**src/rtl/alu_arbiter_if.sv**
```systemverilog
// Bundles the two request channels, the ALU operand/result wires and the
// response channel shared between alu_arbiter and its neighbours.
interface alu_arbiter_if #(
    parameter int WIDTH = 6,
    parameter int FXN_W = 3
);
    logic             req0_valid;
    logic             req0_ready;
    logic [WIDTH-1:0] req0_a;
    logic [WIDTH-1:0] req0_b;
    logic [FXN_W-1:0] req0_fxn;

    logic             req1_valid;
    logic             req1_ready;
    logic [WIDTH-1:0] req1_a;
    logic [WIDTH-1:0] req1_b;
    logic [FXN_W-1:0] req1_fxn;

    logic [WIDTH-1:0] alu_a;
    logic [WIDTH-1:0] alu_b;
    logic [FXN_W-1:0] alu_fxn;
    logic [WIDTH-1:0] alu_x;

    logic             rsp_valid;
    logic             rsp_ready;
    logic [WIDTH-1:0] rsp_x;
    logic             rsp_id;
    logic             busy;

    // Requesters, response consumer and the ALU instance.
    modport master (
        output req0_valid, req0_a, req0_b, req0_fxn,
        input  req0_ready,
        output req1_valid, req1_a, req1_b, req1_fxn,
        input  req1_ready,
        input  alu_a, alu_b, alu_fxn,
        output alu_x,
        input  rsp_valid, rsp_x, rsp_id, busy,
        output rsp_ready
    );

    // The arbiter itself.
    modport slave (
        input  req0_valid, req0_a, req0_b, req0_fxn,
        output req0_ready,
        input  req1_valid, req1_a, req1_b, req1_fxn,
        output req1_ready,
        output alu_a, alu_b, alu_fxn,
        input  alu_x,
        output rsp_valid, rsp_x, rsp_id, busy,
        input  rsp_ready
    );
endinterface

```
**src/rtl/alu_arbiter.sv**
```systemverilog
// Round-robin sharing of one combinational ALU between two requesters:
// latch operands, hold them on the ALU for SETTLE cycles, return X with an ID.
module alu_arbiter #(
    parameter int WIDTH  = 6,
    parameter int FXN_W  = 3,
    parameter int SETTLE = 1    // legal range 1..15
) (
    input  logic          clk,
    input  logic          rst_n,
    alu_arbiter_if.slave  bus
);
    typedef enum logic [1:0] {IDLE, EXEC, RESP} state_t;

    localparam logic [3:0] SETTLE_M1 = 4'(SETTLE - 1);

    state_t           r_state;
    logic [WIDTH-1:0] r_op_a;
    logic [WIDTH-1:0] r_op_b;
    logic [FXN_W-1:0] r_op_fxn;
    logic [3:0]       r_cnt;
    logic             r_last_grant;
    logic             r_rsp_valid;
    logic [WIDTH-1:0] r_rsp_x;
    logic             r_rsp_id;
    logic             r_busy;

    logic             w_any_valid;
    logic             w_grant;
    logic             w_idle;
    logic [WIDTH-1:0] w_sel_a;
    logic [WIDTH-1:0] w_sel_b;
    logic [FXN_W-1:0] w_sel_fxn;

    // With both valid the requester that lost last time wins; otherwise the lone one.
    always_comb begin
        w_any_valid = bus.req0_valid | bus.req1_valid;
        if (bus.req0_valid && bus.req1_valid) begin
            w_grant = ~r_last_grant;
        end else begin
            w_grant = bus.req1_valid;
        end
        w_sel_a   = w_grant ? bus.req1_a   : bus.req0_a;
        w_sel_b   = w_grant ? bus.req1_b   : bus.req0_b;
        w_sel_fxn = w_grant ? bus.req1_fxn : bus.req0_fxn;
    end

    assign w_idle         = (r_state == IDLE);
    assign bus.req0_ready = w_idle && bus.req0_valid && !w_grant;
    assign bus.req1_ready = w_idle && bus.req1_valid &&  w_grant;

    assign bus.alu_a     = r_op_a;
    assign bus.alu_b     = r_op_b;
    assign bus.alu_fxn   = r_op_fxn;
    assign bus.rsp_valid = r_rsp_valid;
    assign bus.rsp_x     = r_rsp_x;
    assign bus.rsp_id    = r_rsp_id;
    assign bus.busy      = r_busy;

    always_ff @(posedge clk) begin
        if (!rst_n) begin
            r_state      <= IDLE;
            r_op_a       <= '0;
            r_op_b       <= '0;
            r_op_fxn     <= '0;
            r_cnt        <= '0;
            r_last_grant <= 1'b1;
            r_rsp_valid  <= 1'b0;
            r_rsp_x      <= '0;
            r_rsp_id     <= 1'b0;
            r_busy       <= 1'b0;
        end else begin
            case (r_state)
                IDLE: begin
                    if (w_any_valid) begin
                        r_op_a       <= w_sel_a;
                        r_op_b       <= w_sel_b;
                        r_op_fxn     <= w_sel_fxn;
                        r_last_grant <= w_grant;
                        r_cnt        <= SETTLE_M1;
                        r_busy       <= 1'b1;
                        r_state      <= EXEC;
                    end
                end
                EXEC: begin
                    if (r_cnt != 4'd0) begin
                        r_cnt <= r_cnt - 4'd1;
                    end else begin
                        r_rsp_x     <= bus.alu_x;
                        r_rsp_id    <= r_last_grant;
                        r_rsp_valid <= 1'b1;
                        r_state     <= RESP;
                    end
                end
                RESP: begin
                    if (bus.rsp_ready) begin
                        r_rsp_valid <= 1'b0;
                        r_busy      <= 1'b0;
                        r_state     <= IDLE;
                    end
                end
                default: begin
                    r_state <= IDLE;
                end
            endcase
        end
    end
endmodule

```
**src/flat_wrapper.sv**
```systemverilog
// flat-port wrapper written by rule: the top's interface ports become plain ports
module alu_arbiter_flat 
#(
    parameter int WIDTH  = 6,
    parameter int FXN_W  = 3,
    parameter int SETTLE = 1                        
)
  (clk, rst_n, bus_req0_valid, bus_req0_a, bus_req0_b, bus_req0_fxn, bus_req0_ready, bus_req1_valid, bus_req1_a, bus_req1_b, bus_req1_fxn, bus_req1_ready, bus_alu_a, bus_alu_b, bus_alu_fxn, bus_alu_x, bus_rsp_valid, bus_rsp_x, bus_rsp_id, bus_busy, bus_rsp_ready);
  alu_arbiter_if #(.WIDTH(WIDTH), .FXN_W(FXN_W)) bus_i ();
  input  logic clk;
  input  logic rst_n;
  input wire logic [$bits(bus_i.req0_valid)-1:0] bus_req0_valid;
  input wire logic [$bits(bus_i.req0_a)-1:0] bus_req0_a;
  input wire logic [$bits(bus_i.req0_b)-1:0] bus_req0_b;
  input wire logic [$bits(bus_i.req0_fxn)-1:0] bus_req0_fxn;
  output wire logic [$bits(bus_i.req0_ready)-1:0] bus_req0_ready;
  input wire logic [$bits(bus_i.req1_valid)-1:0] bus_req1_valid;
  input wire logic [$bits(bus_i.req1_a)-1:0] bus_req1_a;
  input wire logic [$bits(bus_i.req1_b)-1:0] bus_req1_b;
  input wire logic [$bits(bus_i.req1_fxn)-1:0] bus_req1_fxn;
  output wire logic [$bits(bus_i.req1_ready)-1:0] bus_req1_ready;
  output wire logic [$bits(bus_i.alu_a)-1:0] bus_alu_a;
  output wire logic [$bits(bus_i.alu_b)-1:0] bus_alu_b;
  output wire logic [$bits(bus_i.alu_fxn)-1:0] bus_alu_fxn;
  input wire logic [$bits(bus_i.alu_x)-1:0] bus_alu_x;
  output wire logic [$bits(bus_i.rsp_valid)-1:0] bus_rsp_valid;
  output wire logic [$bits(bus_i.rsp_x)-1:0] bus_rsp_x;
  output wire logic [$bits(bus_i.rsp_id)-1:0] bus_rsp_id;
  output wire logic [$bits(bus_i.busy)-1:0] bus_busy;
  input wire logic [$bits(bus_i.rsp_ready)-1:0] bus_rsp_ready;
  assign bus_i.req0_valid = bus_req0_valid;
  assign bus_i.req0_a = bus_req0_a;
  assign bus_i.req0_b = bus_req0_b;
  assign bus_i.req0_fxn = bus_req0_fxn;
  assign bus_req0_ready = bus_i.req0_ready;
  assign bus_i.req1_valid = bus_req1_valid;
  assign bus_i.req1_a = bus_req1_a;
  assign bus_i.req1_b = bus_req1_b;
  assign bus_i.req1_fxn = bus_req1_fxn;
  assign bus_req1_ready = bus_i.req1_ready;
  assign bus_alu_a = bus_i.alu_a;
  assign bus_alu_b = bus_i.alu_b;
  assign bus_alu_fxn = bus_i.alu_fxn;
  assign bus_i.alu_x = bus_alu_x;
  assign bus_rsp_valid = bus_i.rsp_valid;
  assign bus_rsp_x = bus_i.rsp_x;
  assign bus_rsp_id = bus_i.rsp_id;
  assign bus_busy = bus_i.busy;
  assign bus_i.rsp_ready = bus_rsp_ready;
  alu_arbiter #(.WIDTH(WIDTH), .FXN_W(FXN_W), .SETTLE(SETTLE)) u_core (.clk(clk), .rst_n(rst_n), .bus(bus_i));
endmodule
```
**config.mk**
```make
export PLATFORM = sky130hd
export DESIGN_NAME = alu_arbiter_flat
export DESIGN_NICKNAME = d
export VERILOG_FILES = /design/src/rtl/alu_arbiter_if.sv /design/src/rtl/alu_arbiter.sv /design/src/flat_wrapper.sv
export SDC_FILE = /design/constraint.sdc
export NUM_CORES = 1
export LEC_CHECK = 0
export ABC_CLOCK_PERIOD_IN_PS = 1800
export CAP_MARGIN = 20
export CORE_MARGIN = 2
export CORE_UTILIZATION = 40
export DETAILED_ROUTE_END_ITERATION = 10
export GPL_TIMING_DRIVEN = 0
export HOLD_SLACK_MARGIN = 0.08
export PLACE_DENSITY = 0.78
export SETUP_SLACK_MARGIN = 0.2
export SKIP_LAST_GASP = 1
export SYNTH_ARGS = -nofsm -noshare
export SYNTH_HDL_FRONTEND = slang
export SYNTH_SLANG_ARGS = --single-unit
```
**constraint.sdc**
```tcl
create_clock -name clk -period 1.8 [get_ports clk]
set_input_delay 0.18 -clock clk [delete_from_list [all_inputs] [get_ports clk]]
set_output_delay 0.18 -clock clk [all_outputs]
set_load 0.02 [all_outputs]
```
Yosys cells after proc, flatten, opt, wreduce, memory -nomap -nowiden
Index checks and enable logic that the tools add are counted.
- $add $sub $neg: 1
- eq/ne operators: 6
- multiplexer cells: 16
- bitwise gates (word level): 3
- reduce and logical (&&, ||, !) cells: 17
- operators with widths (operator ; number):
    6-bit 2-to-1 mux ; 2
    3-bit AND reduction ; 4
    4-bit 2-to-1 mux ; 2
    4-bit case mux with 2 select lines ; 1
    2-bit 2-to-1 mux ; 3
    2-bit case mux with 3 select lines ; 1
    2-bit nonzero test ; 3
    1-bit logical AND ; 5
    1-bit 2-to-1 mux ; 4
    2-bit by 1-bit != test with 1-bit output, second input constant ; 2
    2-bit != test, second input constant ; 2
    1-bit case mux with 2 select lines ; 2
    2-bit AND reduction ; 2
    4-bit nonzero test ; 1
    4-bit by 1-bit subtractor with 4-bit output, second input constant ; 1
    3-bit 2-to-1 mux ; 1
    2-bit by 1-bit equality test with 1-bit output, second input constant ; 1
    2-bit equality test, second input constant ; 1
    2-bit logical NOT ; 1
    1-bit inverter ; 2
    1-bit logical NOT ; 1
    1-bit bitwise OR ; 1
- register bits after elaboration: 31
- input bits: 41
- logic and storage cells: 53

Logic depth before layout (Yosys ltp)
Gate-level depths: netlist of run 1.
- depth after elaboration: 4
- gate-level depth with buffers: 6
- mapped depth without buffers: 5

Worst setup path after synthesis of run 1
No wires, ideal clock.
- kind: reg-to-reg
- start: register u_core.r_cnt[0]
- end: register u_core.r_cnt[3]
- arrival: 1306 ps
- data required time: 1730 ps
- path slack: 424 ps
- cell stages (with the launch flop): 6
- buffers on the path: 0
- path through: dfxtp_1 -> inv_1 -> ha_1 -> nor3b_2 -> or4_1 -> a21oi_1
- longest elaborated chain between the ends: 3
- elaborated cells on any way between the ends: 6
- RTL lines (what ; RTL line ; source):
    start, declared ; alu_arbiter.sv:20 ; logic [3:0] r_cnt;
    start signal, assigned ; alu_arbiter.sv:86 ; r_cnt <= r_cnt - 4'd1;
    4-bit by 1-bit subtractor with 4-bit output or 4-bit nonzero test (tied branches) ; alu_arbiter.sv:86, alu_arbiter.sv:85 ;
    4-bit 2-to-1 mux or 2-bit by 1-bit != test with 1-bit output (tied branches) ; -- ;
    4-bit case mux with 2 select lines or 3-bit AND reduction (tied branches) ; -- ;
Several ways; a longest one is shown, not always the timed one. The select of a mux whose other input is x is not followed.
A chain may end at the register's enable or synchronous reset.

Worst setup path in the final report of run 1
- start: register u_core.r_last_grant
- end: output bus_req1_ready
- longest elaborated chain between the ends: 3
- RTL lines (what ; RTL line ; source):
    start, declared ; alu_arbiter.sv:21 ; logic r_last_grant;
    start signal, assigned ; alu_arbiter.sv:78 ; r_last_grant <= w_grant;
    1-bit inverter ; alu_arbiter.sv:38 ; w_grant = ~r_last_grant;
    1-bit 2-to-1 mux ; alu_arbiter.sv:37 ; if (bus.req0_valid && bus.req1_valid) begin
    1-bit logical AND ; alu_arbiter.sv:49 ; assign bus.req1_ready = w_idle && bus.req1_valid && w_grant;
    end, declared ; flat_wrapper.sv:21 ; output wire logic [$bits(bus_i.req1_ready)-1:0] bus_req1_ready;
No other way between the ends.

==> impl_metrics.tcl, run 1 <==
set metrics [dict create \
    place_worst_setup_slack_ns -0.452 \
    fmax_ghz 0.651 \
    synth_top_area_share_pct 45.5 \
    syn-num-nets 179 \
    synth_edf_count 0 \
    hold_viol 0 \
    maxCapViolCount 0 \
    skew_ns 0.0103 \
    antenna_left 0 \
    worst_ep_arrival_time_ns 1.36 \
    p_per_area_nw_per_um2 789 \
    cellInternalPower_w 0.00121 \
    die_y_um 62.4 \
    path_clk_slew_ns 0.10 \
    yosysWarnings 0 \
    synth_flop_cell "dfxtp_1" \
    ys_seq_area_share_pct 45.5 \
    synth_cell_types 33 \
    ys_ff_latch 31 \
    final.setup.tns_ns 0 \
    dieArea_um2 3890 \
    fin_ws_ns 0.263 \
    p_switching_w 0.000512 \
    diodes 0 \
    final_util_pct 65.8 \
    async_flop_share_pct 0 \
    start_util_pct 41.2 \
    worst_ir_drop_vdd_mv 0.498 \
    grt_pass1_wl_um 6130 \
    rsz0062_at_grt "no" \
    placed_area_um2 2080 \
    tightest_slew_ns 0.386 \
    grt_pass1_vias 1403 \
    fin_area_um2 2180 \
    overflow 0 \
    antenna_found_initial 0 \
    wl_um 3600 \
    cts_made_buffers 5 \
    drive_above_1_share_pct 11.4 \
    setup_viol 0 \
    io_pins 67 \
    seq_area_um2 627 \
    grt_max_degree 11 \
    fp-row-count 21 \
    die_x_um 62.4 \
    place.port_buffers 66 \
    drt-pass1-iter-count 4 \
    wl_per_cell_um 14.0 \
    gp_congestion 0.746 \
    avgSynthCellArea_um2 10.0 \
    clock-root-buffer "clkbuf_4" \
    sequentialPowerShare_pct 46.2 \
    status "complete, no violations" \
    maxSlewHeadroom_pct 74.3 \
    required_ns 1.62 \
    insertion_delay_ns 0.33 \
    p_leak_nw 0.827 \
    postSynthCellCount 136 \
    synthesis.area_um2 1360 \
    criticalPathCategory "reg -> out" \
    core_um2 3310 \
    cts-htree-levels 2 \
    finalCritPeriodShare_pct 85.4 \
    syn_to_final_growth_pct 59.7 \
    grtUsageTotal_pct 20.0 \
    period_needed_ns 1.54 \
    cts_hold_buf 0 \
    finalMaxSlewViolations 0 \
    yosys.area.top_type "dfxtp_1" \
    cp-end-kind "primary output" \
    clk_path_buf_depth 2 \
    pwr-share-clk_pct 24.6 \
    worst_setup_path_start_kind "flop" \
    place_hpwl_um 2710 \
    synth_common_cells "31 x dfxtp_1, 16 x o2bb2ai_1, 15 x mux2i_1" \
    cts_tree "done" \
    holdCritPathClass "in -> reg" \
    nets 254 \
    fill_cells 290 \
    critPathMaxFanout 10 \
    synth_most_common_cell "dfxtp_1" \
    vias 1333 \
    routed_via_density 5.19 \
    clock_sinks 31 \
    drt_iter0_markers 80 \
    drc 0 \
    synth_area_leaders "dfxtp_1 46%, mux2i_1 11%, o2bb2ai_1 10%, a21boi_0 4.4%, o21ai_0 4.0%" \
    share_comb_of_total_power_pct 29.1 \
    multiInputGateArea_um2 696 \
    switching_share_pct 29.8 \
]
[worst paths after layout]
path,start,end,slack (ns),cells past startpoint
worst max-delay path,u_core.r_last_grant,bus_req1_ready,0.26,5
worst min-delay path,bus_req1_valid,u_core.r_last_grant,0.18,3
worst max register to register,u_core.r_state[1],u_core.bus.alu_b[2],0.29,5
worst min register to register,u_core.bus.alu_a[2],u_core.bus.alu_a[2],0.47,1
[per-layer routing]
metal  vias up  share of wire, %  track usage, %
li1        654                 -               -
met1       620                42            21.4
met2        52                48            35.7
met3         7               8.2            6.13
met4         0               1.7            10.0
met5         -                 0               0
[flip-flops by register name (all words and copies together), names as in the netlist]
signal	cells
u_core.bus.rsp_valid	1
u_core.bus.alu_a	6
u_core.bus.alu_fxn	3
u_core.r_cnt	4
u_core.bus.alu_b	6
u_core.bus.rsp_id	1
u_core.bus.rsp_x	6
u_core.bus.busy	1
u_core.r_last_grant	1
u_core.r_state	2
[final cells by class]
cell class                      count  share of cell area [%]
Inverter                            3                   0.517
Buffer                              9                    2.64
Multi-Input combinational cell     93                    31.9
Clock buffer                        6                    2.35
Timing Repair Buffer               68                    30.9
Clock inverter                      1                   0.230
Tap cell                           46                    2.64
Sequential cell                    31                    28.8
[logic make-up after synthesis]
group,after synthesis,synth area share [%]
compound gates,44,23.1
fa+ha+maj,2,1.83
flops,31,45.5
simple gates,32,14.4
buf+inv,12,4.13
mux,15,11.0
[critical path: stages, from the launching register on]
cell      delay (ns)
dfxtp_2         0.35
a21boi_1        0.12
buf_4           0.14
buf_8           0.14
and2_1          0.13
buf_4           0.14
[power groups by stage]
| stage | sequential [W] | clock (W) | combinational [W] |
|---|---|---|---|
| 2_1_floorplan | 0.000875 | 0 | 0.000166 |
| 3_3_place_gp | 0.000807 | 0 | 0.000481 |
| 3_5_place_dp | 0.000808 | 0 | 0.000493 |
| 4_1_cts | 0.000794 | 0.000429 | 0.000503 |
| 5_1_grt | 0.000803 | 0.000465 | 0.000543 |
| 6_report | 0.000795 | 0.000423 | 0.000501 |
[cell usage in the layout, fill, tap and decap left out, types with 2 or more instances in the layout]
cell	netlist	layout
clkbuf_4	0	5
nor2_1	3	3
o21ai_1	0	2
nand3b_1	2	2
ha_1	2	2
clkbuf_1	4	2
or3_1	2	2
o21ai_0	11	9
a21boi_0	8	7
a21boi_1	1	2
nand3_1	7	7
dfxtp_2	0	2
nor2b_1	3	3
and2_1	2	2
dfxtp_1	31	28
buf_2	3	3
nand2_1	3	3
o2bb2ai_1	16	16
inv_1	3	2
or4_1	2	2
clkdlybuf4s50_1	0	63
mux2i_1	15	15
a21oi_1	3	3
buf_4	2	6
[stage by stage]
| step | instances | power (W) | hold slack, ns |
|---|---|---|---|
| 2_1_floorplan | 136 | 0.00104 | 0.327 |
| 3_3_place_gp | 248 | 0.00129 | 0.446 |
| 3_5_place_dp | 248 | 0.00130 | 0.448 |
| 4_1_cts | 257 | 0.00173 | 0.407 |
| 5_1_grt | 257 | 0.00181 | 0.196 |
| 6_report | 257 | 0.00172 | 0.179 |
[repair_timing]
item	4_1_cts	5_1_grt
endpoints found under the setup margin	2	22
pin swaps	1	0
setup buffers	2	0
gates resized for setup	16	14
Power figures use the tool's default switching activity.
==> inputs of run 2 (changes only) <==
Settings changed: RECOVER_POWER set to 25, SETUP_SLACK_MARGIN 0.2 to 0.1.
==> run 2 against run 1 <==
  * Sequential cell count stayed put
  * Global-route usage hardly changed
  * Final cell count is 0.39% lower
  * Critical path type is now in -> out
  * Register-to-register slack worse by 0.03 ns
  * Critical endpoint unchanged
  * Maximum frequency is 7.6% lower
  * Largest cell class unchanged
  * Largest power group unchanged
==> impl_metrics.tcl, run 2 (synthesis gave the netlist of run 1 again) <==
set metrics [dict create \
    setup_viol 0 \
    fmax_ghz 0.601 \
    cts_made_buffers 5 \
    period_needed_ns 1.66 \
    diodes 0 \
    drc 0 \
    clk_path_buf_depth 2 \
    p_leak_nw 0.811 \
    worst_setup_path_start_kind "input port" \
    crit_buf_inv 4 \
    criticalPathCategory "in -> out" \
    sequentialPowerShare_pct 46.8 \
    dieArea_um2 3890 \
    insertion_delay_ns 0.33 \
    switching_share_pct 29.7 \
    wl_um 3570 \
    drt_iter0_markers 66 \
    vias 1318 \
    share_comb_of_total_power_pct 28.5 \
    grt_pass1_vias 1400 \
    finalMaxSlewViolations 0 \
    holdWs_ns 0.415 \
    critPathMaxFanout 10 \
    cts-htree-levels 2 \
    holdCritPathClass "in -> reg" \
    path_depth 6 \
    cp-end-kind "primary output" \
    fp-row-count 21 \
    required_ns 1.62 \
    final_common_cell "clkdlybuf4s50_1" \
    drt-pass1-iter-count 4 \
    drive_above_1_share_pct 8.57 \
    final_util_pct 64.7 \
    maxCapViolCount 0 \
    finalCritPeriodShare_pct 92.4 \
    reg2regPathDepth 6 \
    p_per_area_nw_per_um2 791 \
    wl_met2_um 1700 \
    cp_top_family "buffers and inverters" \
    clock_sinks 31 \
    cp_cell_sequence "clkdlybuf4s50_1, a21boi_0, clkbuf_4, buf_6, and2_1, buf_2" \
    critPathMaxStageDelay_ns 0.51 \
    rrSetupSlack_ns 0.26 \
    final_cell_mix "57 x clkdlybuf4s50_1, 30 x dfxtp_1, 16 x o2bb2ai_1, 15 x mux2i_1, 9 x o21ai_0" \
    io_pins 67 \
    die_x_um 62.4 \
    dr_wl_met3_um 308 \
    wl_per_cell_um 13.9 \
    r2r-start "u_core.r_cnt[0]" \
    tightest_slew_ns 0.502 \
    worst_ir_drop_vdd_mv 0.481 \
    maxSlewHeadroom_pct 66.6 \
    antenna_found_initial 0 \
    start_util_pct 41.2 \
    worst_ep_arrival_time_ns 1.48 \
    grt_pass1_wl_um 6130 \
    setup.worst_path.start "bus_req1_valid" \
    syn_to_final_growth_pct 57.2 \
    final.setup.tns_ns 0 \
    antenna_left 0 \
    endpoint "bus_req1_ready" \
    wl_met1_um 1500 \
    place_hpwl_um 2710 \
    total_power_w 0.00170 \
    cellInternalPower_w 0.00119 \
    path_clk_slew_ns 0.09 \
    p_switching_w 0.000504 \
    cts_tree "done" \
    die_y_um 62.4 \
    rr_endpoint "u_core.bus.rsp_x[3]" \
    routed_via_density 5.15 \
    pwr-share-clk_pct 24.7 \
    skew_ns 0.0106 \
    fill_cells 290 \
    highest_layer "met4" \
    cpMaxStageDelayCell "clkdlybuf4s50_1" \
    grtUsageTotal_pct 20.1 \
    place.port_buffers 66 \
    gp_congestion 0.746 \
    cts_hold_buf 0 \
    rsz0062_at_grt "yes" \
    hold_viol 0 \
    grt_max_degree 11 \
    clock-root-buffer "clkbuf_4" \
    nets 253 \
    status "complete, no violations" \
    overflow 0 \
    core_um2 3310 \
]
## run 2: changes by cell type in the layout (fill, tap and decap cells not counted), moves of 2 or more
cell	change
dlygate4sd3_1	+7
dfxtp_1	+2
clkbuf_4	+2
clkbuf_1	+2
buf_4	-5
clkdlybuf4s50_1	-6
## run 2: final cells by class
type	count	area, um2	area share [%]
well taps	46	57.6	2.69
inverters	3	11.3	0.525
multi-input cells	93	687	32.0
plain buffers	9	52.6	2.45
flip-flops and latches	31	622	29.0
clock inverters	1	5.00	0.234
clock buffers	6	51.3	2.39
repair buffers	67	657	30.6
## run 2: power by group through the flow
stage | sequential (W) | combinational, W | clock (W)
4_1_cts | 0.000795 | 0.000496 | 0.000429
3_3_place_gp | 0.000807 | 0.000481 | 0
2_1_floorplan | 0.000875 | 0.000166 | 0
5_1_grt | 0.000803 | 0.000525 | 0.000466
3_5_place_dp | 0.000808 | 0.000493 | 0
6_report | 0.000794 | 0.000483 | 0.000418
## run 2: worst min-delay path by stage
stage / depth (start not counted) / to / slack (ns) / start
floorplan: 2 / u_core.r_cnt[0] / 0.33 / rst_n
global placement: 1 / u_core.bus.alu_a[2] / 0.45 / u_core.bus.alu_a[2]
detailed placement: 1 / u_core.bus.alu_b[4] / 0.45 / u_core.bus.alu_b[4]
CTS: 3 / u_core.bus.rsp_x[3] / 0.41 / bus_alu_x[3]
global route: 3 / u_core.bus.rsp_x[5] / 0.40 / bus_alu_x[5]
finish: 3 / u_core.bus.rsp_x[5] / 0.41 / bus_alu_x[5]
## run 2: worst register-to-register path: cells and delay by family (launching register included)
| family | cells | cell delay (ns) |
|---|---|---|
| adder cells (fa/ha/maj) | 1 | 0.16 |
| flip-flops | 1 | 0.34 |
| AND/OR/NAND/NOR | 1 | 0.34 |
| AO/OA/AOI/OAI | 2 | 0.29 |
| buffers and inverters | 2 | 0.30 |
## run 2: through the flow
stage / cell area, um2 / cells / setup slack (ns)
6_report: 2140 / 256 / 0.137
5_1_grt: 2140 / 256 / 0.0773
4_1_cts: 2150 / 256 / 0.0499
3_5_place_dp: 2080 / 248 / -0.452
3_3_place_gp: 2080 / 248 / -0.430
2_1_floorplan: 1360 / 136 / 0.424
## run 2: routing by layer
layer | GRT usage [%] | vias to the layer above
li1 | - | 653
met1 | 21.3 | 603
met2 | 35.9 | 55
met3 | 6.31 | 7
met4 | 10.0 | 0
met5 | 0 | -
## run 2: repair_timing
item,CTS,global route
setup endpoints to repair,2,14
gates resized for setup,8,8
setup buffers,1,0
==> inputs of run 3 (changes only) <==
Settings changed: ABC_CLOCK_PERIOD_IN_PS 1800 to 1450, CORE_UTILIZATION 40 to 36, PLACE_DENSITY 0.78 to 0.74.
Clock period 1.8 ns to 1.45 ns, I/O delays scaled along.
==> run 3 against run 2 <==
  * Non-clock buffer count up 5
  * Via count is 3.6% higher
  * Final cell count grew 2.7%
  * Sequential share of layout area is 1.7 points lower
  * Clock power up 62%
  * Worst setup slack worse by 0.11 ns
  * Sequential power is 25% higher
  * First-iteration DRC count down 29%
  * Wire length is 8.7% higher
  * Final area rose by 8.1%
  * Clock skew fell by 0.0069 ns
  * Hold slack lost 0.083 ns
  * Critical path type is now reg -> out
  * Critical endpoint is now bus_req0_ready
==> impl_metrics.tcl, run 3 (synthesis gave the netlist of run 1 again) <==
set metrics [dict create \
    total_power_w 0.00228 \
    drc 0 \
    worst_ep_arrival_time_ns 1.28 \
    maxSlewHeadroom_pct 71.4 \
    routed_via_density 5.19 \
    cts_tree "done" \
    fin_ws_ns 0.0232 \
    rsz0062_at_grt "yes" \
    core_um2 3660 \
    antenna_left 0 \
    drt-pass1-iter-count 4 \
    clock-root-buffer "clkbuf_8" \
    clk_path_buf_depth 2 \
    grt_pass1_wl_um 6390 \
    clock_sinks 31 \
    path_clk_slew_ns 0.06 \
    antenna_found_initial 0 \
    cp-end-kind "primary output" \
    final_cell_mix "37 x clkdlybuf4s50_1, 26 x dlygate4sd2_1, 26 x dfxtp_1, 16 x o2bb2ai_1, 15 x mux2i_1" \
    cts-htree-levels 2 \
    required_ns 1.31 \
    die_x_um 65.6 \
    final_util_pct 63.3 \
    maxCapViolCount 0 \
    finalCritPeriodShare_pct 98.4 \
    die_y_um 65.6 \
    place.port_buffers 66 \
    start_util_pct 37.3 \
    finalMaxSlewViolations 0 \
    final_common_cell "clkdlybuf4s50_1" \
    dieArea_um2 4300 \
    place_hpwl_um 2710 \
    diodes 0 \
    critPathMaxFanout 7 \
    p_per_area_nw_per_um2 985 \
    worst_ir_drop_vdd_mv 0.621 \
    grtUsageTotal_pct 19.9 \
    holdCritPathClass "in -> reg" \
    nets 258 \
    grt_max_degree 11 \
    io_pins 67 \
    syn_to_final_growth_pct 69.9 \
    hold_viol 0 \
    fmax_ghz 0.701 \
    cts_hold_buf 0 \
    setup_viol 0 \
    vias 1366 \
    status "complete, no violations" \
    p_leak_nw 0.962 \
    gp_congestion 0.739 \
    drive_above_1_share_pct 22.8 \
    wl_um 3880 \
    instances_no_fill 263 \
    place_inst 250 \
    grt_pass1_vias 1375 \
    skew_ns 0.00366 \
    cts_made_buffers 5 \
    wl_per_cell_um 14.8 \
    place_worst_setup_slack_ns -0.728 \
    criticalPathCategory "reg -> out" \
    insertion_delay_ns 0.28 \
    worst_setup_path_start_kind "flop" \
    tightest_slew_ns 0.425 \
    fp-row-count 22 \
    overflow 0 \
    drt_iter0_markers 47 \
    period_needed_ns 1.43 \
]
run 3: final timing paths:
| check | from | endpoint | slack (ns) | cells past startpoint |
|---|---|---|---|---|
| worst max-delay path | u_core.r_state[1] | bus_req0_ready | 0.02 | 3 |
| worst min-delay path | bus_req1_valid | u_core.r_last_grant | 0.33 | 3 |
| worst max register to register | u_core.r_cnt[0] | u_core.r_cnt[3] | 0.06 | 3 |
| worst min register to register | u_core.bus.rsp_x[5] | u_core.bus.rsp_x[5] | 0.46 | 2 |
run 3: metal layers:
metal	vias up	GRT usage (%)	wire (um)
met2	65	33.8	1830
met5	-	0	0
met3	8	10.4	471
met4	0	8.07	73
li1	662	-	-
met1	631	20.5	1510
run 3: report_power, final:
part           switching, W  leakage (nW)  internal (W)
registers         0.0000516         0.257      0.000937
logic              0.000308         0.659      0.000309
clock network      0.000305        0.0470      0.000372
run 3: what timing repair did:
action | 4_1_cts | 5_1_grt
cloned | 1 | 0
buffers inserted | 4 | 1
setup endpoints to repair | 49 | 25
pin swaps | 5 | 7
resized for setup | 81 | 16
run 3: stage by stage:
stage | instance area [um2] | TNS (ns) | hold slack (ns)
2_1_floorplan | 1370 | 0 | 0.284
3_3_place_gp | 2090 | -4.97 | 0.444
3_5_place_dp | 2090 | -5.70 | 0.447
4_1_cts | 2270 | 0 | 0.335
5_1_grt | 2320 | -0.0319 | 0.349
6_report | 2320 | 0 | 0.332
run 3: area by class of cell:
| type | count | area (um2) |
|---|---|---|
| fillers | 313 | 1340 |
| multi-input cells | 93 | 776 |
| repair buffers | 72 | 676 |
| flip-flops and latches | 31 | 632 |
| clock buffers | 6 | 82.6 |
| plain buffers | 9 | 75.1 |
| well taps | 48 | 60.1 |
| inverters | 3 | 11.3 |
| clock inverters | 1 | 5.00 |
run 3: worst max-delay path, cell delays in order (launching register included):
cell and delay (ns):
dfxtp_4 0.36, or3b_4 0.41, nor2_4 0.10, buf_6 0.12
